### config.mk
export PLATFORM = sky130hd
export DESIGN_NAME = match_scoreboard
export DESIGN_NICKNAME = d
export VERILOG_FILES = /design/src/rtl/match_scoreboard.sv
export SDC_FILE = /design/constraint.sdc
export NUM_CORES = 1
export LEC_CHECK = 0
export ABC_AREA = 1
export BUFFER_PORTS_ARGS = -buffer_cell sky130_fd_sc_hd__buf_4
export CORE_AREA = 2 2 61 63
export CTS_CLUSTER_DIAMETER = 120
export CTS_CLUSTER_SIZE = 16
export DETAILED_ROUTE_END_ITERATION = 12
export DIE_AREA = 0 0 63 65
export PLACE_DENSITY_LB_ADDON = 0.25
export SYNTH_ARGS = -nofsm -noshare
export SYNTH_HDL_FRONTEND = slang
export SYNTH_SLANG_ARGS = --single-unit
### constraint.sdc
create_clock -name clk -period 3.45 [get_ports clk]
set_input_delay 0 -clock clk [delete_from_list [all_inputs] [get_ports clk]]
set_output_delay 0 -clock clk [all_outputs]
set_load 0.02 [all_outputs]
### src/rtl/match_scoreboard.sv
// match_scoreboard: running tally of rock-paper-scissors round results.
// Counts P1 wins, P2 wins, ties and invalid rounds. It declares a match
// winner when a player reaches WIN_TARGET, or when MAX_ROUNDS counted rounds
// have been played.
// Optional streak tracking is enabled by defining MATCH_SCOREBOARD_STREAK_EN.
module match_scoreboard #(
    parameter int WIN_TARGET = 3,
    parameter int MAX_ROUNDS = 9,
    parameter int SCORE_W    = 4,
    parameter int ROUND_W    = 5
) (
    input  logic               clk,
    input  logic               reset_n,
    input  logic               new_match,
    input  logic               round_valid,
    input  logic [1:0]         round_result,
    output logic [SCORE_W-1:0] p1_score,
    output logic [SCORE_W-1:0] p2_score,
    output logic [SCORE_W-1:0] tie_count,
    output logic [SCORE_W-1:0] invalid_count,
    output logic [ROUND_W-1:0] round_count,
    output logic               match_over,
    output logic [1:0]         match_winner,
    output logic [1:0]         sb_state
`ifdef MATCH_SCOREBOARD_STREAK_EN
    ,
    output logic [SCORE_W-1:0] streak_len,
    output logic [1:0]         streak_owner
`endif
);

    typedef enum logic [1:0] {
        ST_IDLE = 2'b00,
        ST_PLAY = 2'b01,
        ST_DONE = 2'b10
    } state_t;

    localparam logic [SCORE_W-1:0] WIN_S  = SCORE_W'(WIN_TARGET);
    localparam logic [ROUND_W-1:0] MAX_S  = ROUND_W'(MAX_ROUNDS);
    localparam logic [SCORE_W-1:0] SAT_S  = {SCORE_W{1'b1}};
    localparam logic [SCORE_W-1:0] ZERO_S = {SCORE_W{1'b0}};
    localparam logic [ROUND_W-1:0] ZERO_R = {ROUND_W{1'b0}};

    // Saturating increment: the counter sticks at all-ones.
    function automatic logic [SCORE_W-1:0] sat_inc(input logic [SCORE_W-1:0] v);
        if (v == SAT_S) begin
            sat_inc = v;
        end else begin
            sat_inc = v + SCORE_W'(1);
        end
    endfunction

    // Winner when the round limit ends the match: higher score, or draw.
    function automatic logic [1:0] winner_of(input logic [SCORE_W-1:0] a,
                                             input logic [SCORE_W-1:0] b);
        if (a > b) begin
            winner_of = 2'b01;
        end else if (b > a) begin
            winner_of = 2'b10;
        end else begin
            winner_of = 2'b00;
        end
    endfunction

    state_t             state_r, state_nxt_s;
    logic [SCORE_W-1:0] p1_r, p1_nxt_s, p2_r, p2_nxt_s;
    logic [SCORE_W-1:0] tie_r, tie_nxt_s, inv_r, inv_nxt_s;
    logic [ROUND_W-1:0] rnd_r, rnd_nxt_s;
    logic [1:0]         win_r, win_nxt_s;
    logic               over_r;
    logic [SCORE_W-1:0] slen_r, slen_nxt_s;
    logic [1:0]         sown_r, sown_nxt_s;

    // Next-state and tally update; the end-of-match check uses post-update counts.
    always_comb begin
        state_nxt_s = state_r;
        p1_nxt_s    = p1_r;
        p2_nxt_s    = p2_r;
        tie_nxt_s   = tie_r;
        inv_nxt_s   = inv_r;
        rnd_nxt_s   = rnd_r;
        win_nxt_s   = win_r;
        slen_nxt_s  = slen_r;
        sown_nxt_s  = sown_r;
        if (new_match) begin
            state_nxt_s = ST_PLAY;
            p1_nxt_s    = ZERO_S;
            p2_nxt_s    = ZERO_S;
            tie_nxt_s   = ZERO_S;
            inv_nxt_s   = ZERO_S;
            rnd_nxt_s   = ZERO_R;
            win_nxt_s   = 2'b00;
            slen_nxt_s  = ZERO_S;
            sown_nxt_s  = 2'b00;
        end else begin
            case (state_r)
                ST_IDLE: state_nxt_s = ST_IDLE;
                ST_PLAY: begin
                    if (round_valid) begin
                        case (round_result)
                            2'b00: begin
                                tie_nxt_s  = tie_r + SCORE_W'(1);
                                rnd_nxt_s  = rnd_r + ROUND_W'(1);
                                slen_nxt_s = ZERO_S;
                                sown_nxt_s = 2'b00;
                            end
                            2'b01: begin
                                p1_nxt_s  = p1_r + SCORE_W'(1);
                                rnd_nxt_s = rnd_r + ROUND_W'(1);
                                if (sown_r == 2'b01) begin
                                    slen_nxt_s = sat_inc(slen_r);
                                end else begin
                                    slen_nxt_s = SCORE_W'(1);
                                end
                                sown_nxt_s = 2'b01;
                            end
                            2'b10: begin
                                p2_nxt_s  = p2_r + SCORE_W'(1);
                                rnd_nxt_s = rnd_r + ROUND_W'(1);
                                if (sown_r == 2'b10) begin
                                    slen_nxt_s = sat_inc(slen_r);
                                end else begin
                                    slen_nxt_s = SCORE_W'(1);
                                end
                                sown_nxt_s = 2'b10;
                            end
                            default: inv_nxt_s = sat_inc(inv_r);
                        endcase
                        if (p1_nxt_s == WIN_S) begin
                            state_nxt_s = ST_DONE;
                            win_nxt_s   = 2'b01;
                        end else if (p2_nxt_s == WIN_S) begin
                            state_nxt_s = ST_DONE;
                            win_nxt_s   = 2'b10;
                        end else if (rnd_nxt_s == MAX_S) begin
                            state_nxt_s = ST_DONE;
                            win_nxt_s   = winner_of(p1_nxt_s, p2_nxt_s);
                        end else begin
                            state_nxt_s = ST_PLAY;
                        end
                    end else begin
                        state_nxt_s = ST_PLAY;
                    end
                end
                ST_DONE: state_nxt_s = ST_DONE;
                default: begin
                    // Corrupted state: return to a clean idle tally.
                    state_nxt_s = ST_IDLE;
                    p1_nxt_s    = ZERO_S;
                    p2_nxt_s    = ZERO_S;
                    tie_nxt_s   = ZERO_S;
                    inv_nxt_s   = ZERO_S;
                    rnd_nxt_s   = ZERO_R;
                    win_nxt_s   = 2'b00;
                    slen_nxt_s  = ZERO_S;
                    sown_nxt_s  = 2'b00;
                end
            endcase
        end
    end

    // State and tally registers, cleared asynchronously by reset_n.
    always_ff @(posedge clk or negedge reset_n) begin
        if (!reset_n) begin
            state_r <= ST_IDLE;
            p1_r    <= ZERO_S;
            p2_r    <= ZERO_S;
            tie_r   <= ZERO_S;
            inv_r   <= ZERO_S;
            rnd_r   <= ZERO_R;
            win_r   <= 2'b00;
            over_r  <= 1'b0;
            slen_r  <= ZERO_S;
            sown_r  <= 2'b00;
        end else begin
            state_r <= state_nxt_s;
            p1_r    <= p1_nxt_s;
            p2_r    <= p2_nxt_s;
            tie_r   <= tie_nxt_s;
            inv_r   <= inv_nxt_s;
            rnd_r   <= rnd_nxt_s;
            win_r   <= win_nxt_s;
            over_r  <= (state_nxt_s == ST_DONE);
            slen_r  <= slen_nxt_s;
            sown_r  <= sown_nxt_s;
        end
    end

    assign p1_score      = p1_r;
    assign p2_score      = p2_r;
    assign tie_count     = tie_r;
    assign invalid_count = inv_r;
    assign round_count   = rnd_r;
    assign match_over    = over_r;
    assign match_winner  = win_r;
    assign sb_state      = state_r;

`ifdef MATCH_SCOREBOARD_STREAK_EN
    assign streak_len    = slen_r;
    assign streak_owner  = sown_r;
`else
    // Streak registers are unused in this build.
    logic unused_streak_s;
    assign unused_streak_s = ^{slen_r, sown_r};
`endif

endmodule

* Yosys cells after proc, flatten, opt, wreduce, memory -nomap -nowiden *
Index checks and enable logic that the tools add are counted.

word-level totals
  flip-flop bits (word level) = 26
  input bits = 6
  output and inout port bits = 26
  word-level logic and storage cells = 82

operators by class
  $add $sub $neg = 5
  $lt $le $gt $ge = 2
  eq/ne operators = 15
  multiplexer cells = 44
  reduce and logical (&&, ||, !) cells = 8

operators by type and width
  cell                                                    count
  two-way mux 4 bit                                       19
  case mux 4 bit (2 select lines)                         4
  two-way mux 5 bit                                       6
  two-way mux 2 bit                                       12
  adder 4 x 1 -> 4 bit (second input constant)            4
  case mux 5 bit (2 select lines)                         1
  inequality test 3 bit (second input constant)           3
  == test 4 x 2 -> 1 bit (second input constant)          2
  greater-than comparator 4 bit                           2
  case mux 2 bit (2 select lines)                         2
  == test 2 bit (second input constant)                   3
  AND reduction 3 bit                                     2
  adder 5 x 1 -> 5 bit (second input constant)            1
  == test 5 x 4 -> 1 bit (second input constant)          1
  inequality test 5 bit (second input constant)           1
  == test 2 x 1 -> 1 bit (second input constant)          2
  == test 4 bit (second input constant)                   1
  zero test 2 bit                                         2
  AND reduction 4 bit                                     1
  inequality test 3 x 2 -> 1 bit (second input constant)  1
  OR reduction 3 bit                                      1
  inequality test 2 x 1 -> 1 bit (second input constant)  1
  AND reduction 2 bit                                     1
  OR reduction 2 bit                                      1

* Depth between registers and ports, before layout *
  depth after elaboration = 14
  gate-level depth with buffers = 16
  depth with buffers taken out = 15

* Worst setup path before layout *
OpenSTA, ideal clock, no wires.

  kind = reg-to-reg
  from = register p2_r[0], in the netlist p2_score[0]
  to = register win_r[1], in the netlist match_winner[1]
  library setup time = 117 ps
  arrival time = 1,941 ps
  required time = 3,333 ps
  path slack = 1,392 ps
  cell stages (with the launch flop) = 13
  buffers on the path = 0
  clock period less this slack = 2,058 ps
  cell sequence = dfrtp_1 > ha_1 > o21ai_1 > inv_1 > ha_1 > a21oi_1 > nor2_1 > a21oi_1 > nand2_1 > o21ai_1 > nor2_1 > nand2_1 > nand2_1

between the ends
  word-level cells in the longest chain between the ends = 14
  elaborated cells on any way between the ends = 18
  classes of those cells = 1 x add/sub; 2 x order compare; 2 x eq/ne; 12 x mux; 1 x reduce/logical

RTL lines
  what                             RTL line  source
  start: declaration               66        logic [SCORE_W-1:0] p1_r, p1_nxt_s, p2_r, p2_nxt_s;
  start signal: assignment         178       p2_r <= p2_nxt_s;
  adder 4 x 1 -> 4 bit             118       p2_nxt_s = p2_r + SCORE_W'(1);
  two-way mux 4 bit (*)            100       case (round_result)
  two-way mux 4 bit (*)            99        if (round_valid) begin
  two-way mux 4 bit (*)            96        case (state_r)
  two-way mux 4 bit (*)            85        if (new_match) begin
  greater-than comparator 4 bit    58        end else if (b > a) begin
  two-way mux 2 bit                58
  two-way mux 2 bit                56        if (a > b) begin
  two-way mux 2 bit                135       end else if (rnd_nxt_s == MAX_S) begin
  two-way mux 2 bit                132       end else if (p2_nxt_s == WIN_S) begin
  two-way mux 2 bit                129       if (p1_nxt_s == WIN_S) begin
  two-way mux 2 bit                99
  case mux 2 bit (2 select lines)  96
  two-way mux 2 bit                85
  end signal: assignment           182       win_r <= win_nxt_s;
  end: declaration                 69        logic [1:0] win_r, win_nxt_s;

Every way passes the cells marked *; elsewhere a longest branch is shown, timed or not. The select of a mux whose other input is x is not followed.
A chain may end at the register's enable or synchronous reset.

* Worst setup path after layout *
  from = register state_r[0], in the netlist sb_state[0]
  to = register tie_r[0], in the netlist tie_count[0]

between the ends
  word-level cells in the longest chain between the ends = 4
  elaborated cells on any way between the ends = 10
  classes of those cells = 5 x eq/ne; 2 x mux; 3 x reduce/logical

RTL lines
  what                                                                                      RTL line  source
  start: declaration                                                                        65        state_t state_r, state_nxt_s;
  start signal: assignment                                                                  176       state_r <= state_nxt_s;
  == test 2 bit / zero test 2 bit (equally long branches)                                   96
  OR reduction 2 bit (no line)                                                              -
  case mux 4 bit (2 select lines) / inequality test 2 x 1 -> 1 bit (equally long branches)  -
  two-way mux 4 bit / AND reduction 3 bit (equally long branches)                           -
  end signal: assignment                                                                    179       tie_r <= tie_nxt_s;
  end: declaration                                                                          67        logic [SCORE_W-1:0] tie_r, tie_nxt_s, inv_r, inv_nxt_s;

Parallel ways exist; a longest one is shown, timed or not.

==> summary.txt <==
Status
  • Status: finished clean

STA
  • Fin crit period: 2.71 ns
  • RSZ-0062 raised after global routing: false
  • Final TNS setup: 0 ns
  • Final Max Slew Viols: 0
  • Worst slew pin tran: 0.506 ns
  • Worst Skew: 0.00870 ns
  • Final hold slack: 0.0376 ns
  • Setup Viol. Count Final: 0
  • Slew Limit Headroom: 66.2%
  • Period utilization: 78.5%
  • Final Hold Fails: 0
  • Fmax achieved: 369 MHz

Floorplan
  • Placeable core area: 3500 sq um
  • Die area: 4100 sq um
  • Initial Util: 47.8%
  • Die W: 63 microns
  • Cell Rows: 22
  • # IOs: 32
  • Chip Height: 65 microns

CTS
  • CTS tree: done
  • Max clock buf depth: 2
  • Clk sink count: 26
  • Worst-Skew Late Latency: 0.32 ns
  • CTS clk-pin slew, worst paths: 0.13 ns
  • Inserted Clock Buffers: 3
  • Root Driver: clkbuf_4
  • Max H-tree Level: 1

Worst hold path
  • Hold EP: match_over$_DFF_PN0_
  • Hold Path Class: primary input to flop
  • Hold Crit Depth: 5
  • Start point of the worst hold path: round_valid

Placed design
  • Detailed Place HPWL: 2.58 mm
  • Port buffer count: 31
  • Dpl cells: 290
  • Gpl congestion: 0.810

Yosys
  • Top-count cell post-synth: nand2_1
  • Register area share after synthesis: 39.0%
  • Number of enable flip-flop cells after synthesis: 0
  • Top cell type's share of synthesized area: 39.0%
  • Top FF cell, synth: dfrtp_1
  • FFs w/ async S/R, synth: 100%
  • Synth area leader: dfrtp_1
  • Post-Syn Instances: 215
  • Synthesized flop and latch total: 26
  • Synth cell count leaders: nand2_1, inv_1, dfrtp_1
  • Post-synth cell types: 30
  • Syn. warnings: 0
  • Post-Syn Area per Cell: 7.77 sq um
  • Dominant cells by area after synthesis: dfrtp_1, nand2_1, ha_1, inv_1, o22ai_1
  • Mapped Nets: 233
  • Synthesized cell area: 1670 sq um

Layout
  • Finished Layout Cells: 298
  • Final core utilization: 57.3%
  • Layout cells sized above 1: 20.4%
  • Reg area: 651 sq um
  • N_diodes: 0
  • Number of fill cells: 346
  • Layout Nets: 270
  • Footprint of the multi-input gates: 837 sq um
  • Synth-to-Final Area Change: 20.0%

Drt
  • 1st-iter DRT viols: 92
  • DRT antenna net count: 0
  • DRC violations left: 0
  • DR pass1 iterations: 4
  • Routed len/inst: 11.5 microns
  • Post-detailed-route via-to-cell ratio: 4.94
  • Routed vias: 1471
  • Post-Route WL: 3.44 mm

Global routing
  • Met1 usage: 24.5%
  • First-pass GRT wire length: 6.37 mm
  • Initial antenna violation count: 0
  • Grt peak-use layer: met2
  • Largest net degree at the start of global routing: 27
  • GR met3 Demand/Resource: 2.26%
  • GRT Total Usage: 19.3%
  • Total gr overflow: 0
  • GR Util met2: 33.4%
  • Vias in the first global route: 1486

Flow run
  • Max cap viols: 0

Setup path
  • Critical Path AT: 2.97 ns
  • Worst EP required: 3.71 ns
  • Element type at the critical path end: flop
  • Flop2flop setup slack: 0.74 ns
  • Worst-path fanout max: 15
  • Startpoint Class: flop
  • Setup CP Type: flop to flop
  • R2R Path Start: sb_state[0]$_DFF_PN0_
  • Reg2Reg Depth: 8
  • Critical R2R Capture: tie_count[0]$_DFFE_PN0P_

Power
  • Leak: 1.11 nW
  • Total power: 0.813 mW
  • Cell Pwr Density: 406 nW/um^2
  • Maximum resistive drop on vdd: 0.208 mV
-- cell type report --
cell class / instances / share of cell area (%)
Clock buffer: 3 / 1.12
Inverter: 39 / 7.55
Tap cell: 48 / 3.00
Multi-Input combinational cell: 146 / 41.8
Timing Repair Buffer: 36 / 14.1
Sequential cell: 26 / 32.5
-- flip-flops by register name, indices dropped and copies added (netlist names) --
signal / cells
p1_score: 4
invalid_count: 4
p2_score: 4
match_winner: 2
round_count: 5
match_over: 1
sb_state: 2
tie_count: 4
-- placed cells by master, fill, tap and decap left out, drive strengths merged --
cell | Yosys | layout
nand2 | 61 | 61
inv | 39 | 39
buf | 4 | 31
dfrtp | 26 | 26
nor2 | 18 | 18
nand3 | 15 | 15
o22ai | 12 | 12
ha | 12 | 12
o21ai | 12 | 12
dlygate4sd3 | 0 | 5
xnor2 | 3 | 3
a21oi | 3 | 3
clkbuf | 0 | 3
nand4 | 2 | 2
a32o | 2 | 2
o21bai | 1 | 1
nor3b | 1 | 1
nor3 | 1 | 1
xor2 | 1 | 1
o31ai | 1 | 1
o41ai | 1 | 1
-- layer usage --
layer / wire [microns] / share of wire, %
met3: 131 / 3.8
met4: 67 / 1.9
met5: 0 / 0
met2: 1680 / 49
met1: 1560 / 45
-- how the worst max path moves through the flow --
stage,start,endpoint,slack (ns),depth (start not counted)
after global routing,sb_state[0]$_DFF_PN0_,tie_count[0]$_DFFE_PN0P_,0.60,8
after CTS,sb_state[0]$_DFF_PN0_,tie_count[0]$_DFFE_PN0P_,0.79,8
after floorplan,p2_score[0]$_DFFE_PN0P_,match_winner[1]$_DFFE_PN0P_,1.39,12
final,sb_state[0]$_DFF_PN0_,tie_count[0]$_DFFE_PN0P_,0.74,8
after global placement,p2_score[0]$_DFFE_PN0P_,match_winner[1]$_DFFE_PN0P_,1.32,12
after detailed placement,p2_score[0]$_DFFE_PN0P_,match_winner[1]$_DFFE_PN0P_,1.31,12
-- through the flow --
stage               instance area, sq um  setup WS [ns]
floorplan                           1670           1.39
global placement                    1930           1.32
detailed placement                  1930           1.31
CTS                                 2000          0.789
global route                        2000          0.597
finish                              2000          0.741
-- cells by family after synthesis --
| family | after synthesis | share of synthesized area [%] |
|---|---|---|
| AO/OA/AOI/OAI | 32 | 11.8 |
| XOR/XNOR | 4 | 2.10 |
| adder cells (fa/ha/maj) | 12 | 8.99 |
| buffers and inverters | 43 | 10.9 |
| flip-flops | 26 | 39.0 |
| AND/OR/NAND/NOR | 98 | 27.2 |
-- repair_timing --
item	in CTS	in global routing
endpoints found under the setup margin	0	0
endpoints found under the hold margin	30	0
buffers inserted	0	0
gates resized for setup	0	0
hold buffers	5	0
-- power by group --
part           internal [mW]  total [mW]  switching [mW]
Combinational          0.122       0.315           0.193
Clock                 0.0410       0.127          0.0862
Sequential             0.337       0.372          0.0350
Total                  0.500       0.813           0.314
-- critical path: stages, from the launching register on --
cell,delay [ns]
dfrtp_1,0.40
inv_1,0.07
ha_1,0.20
o21ai_0,0.21
inv_2,0.09
nor2_4,0.30
nand2_1,0.41
o41ai_1,0.36
dlygate4sd3_1,0.59
Note: power is estimated with default switching activity, not from simulation.
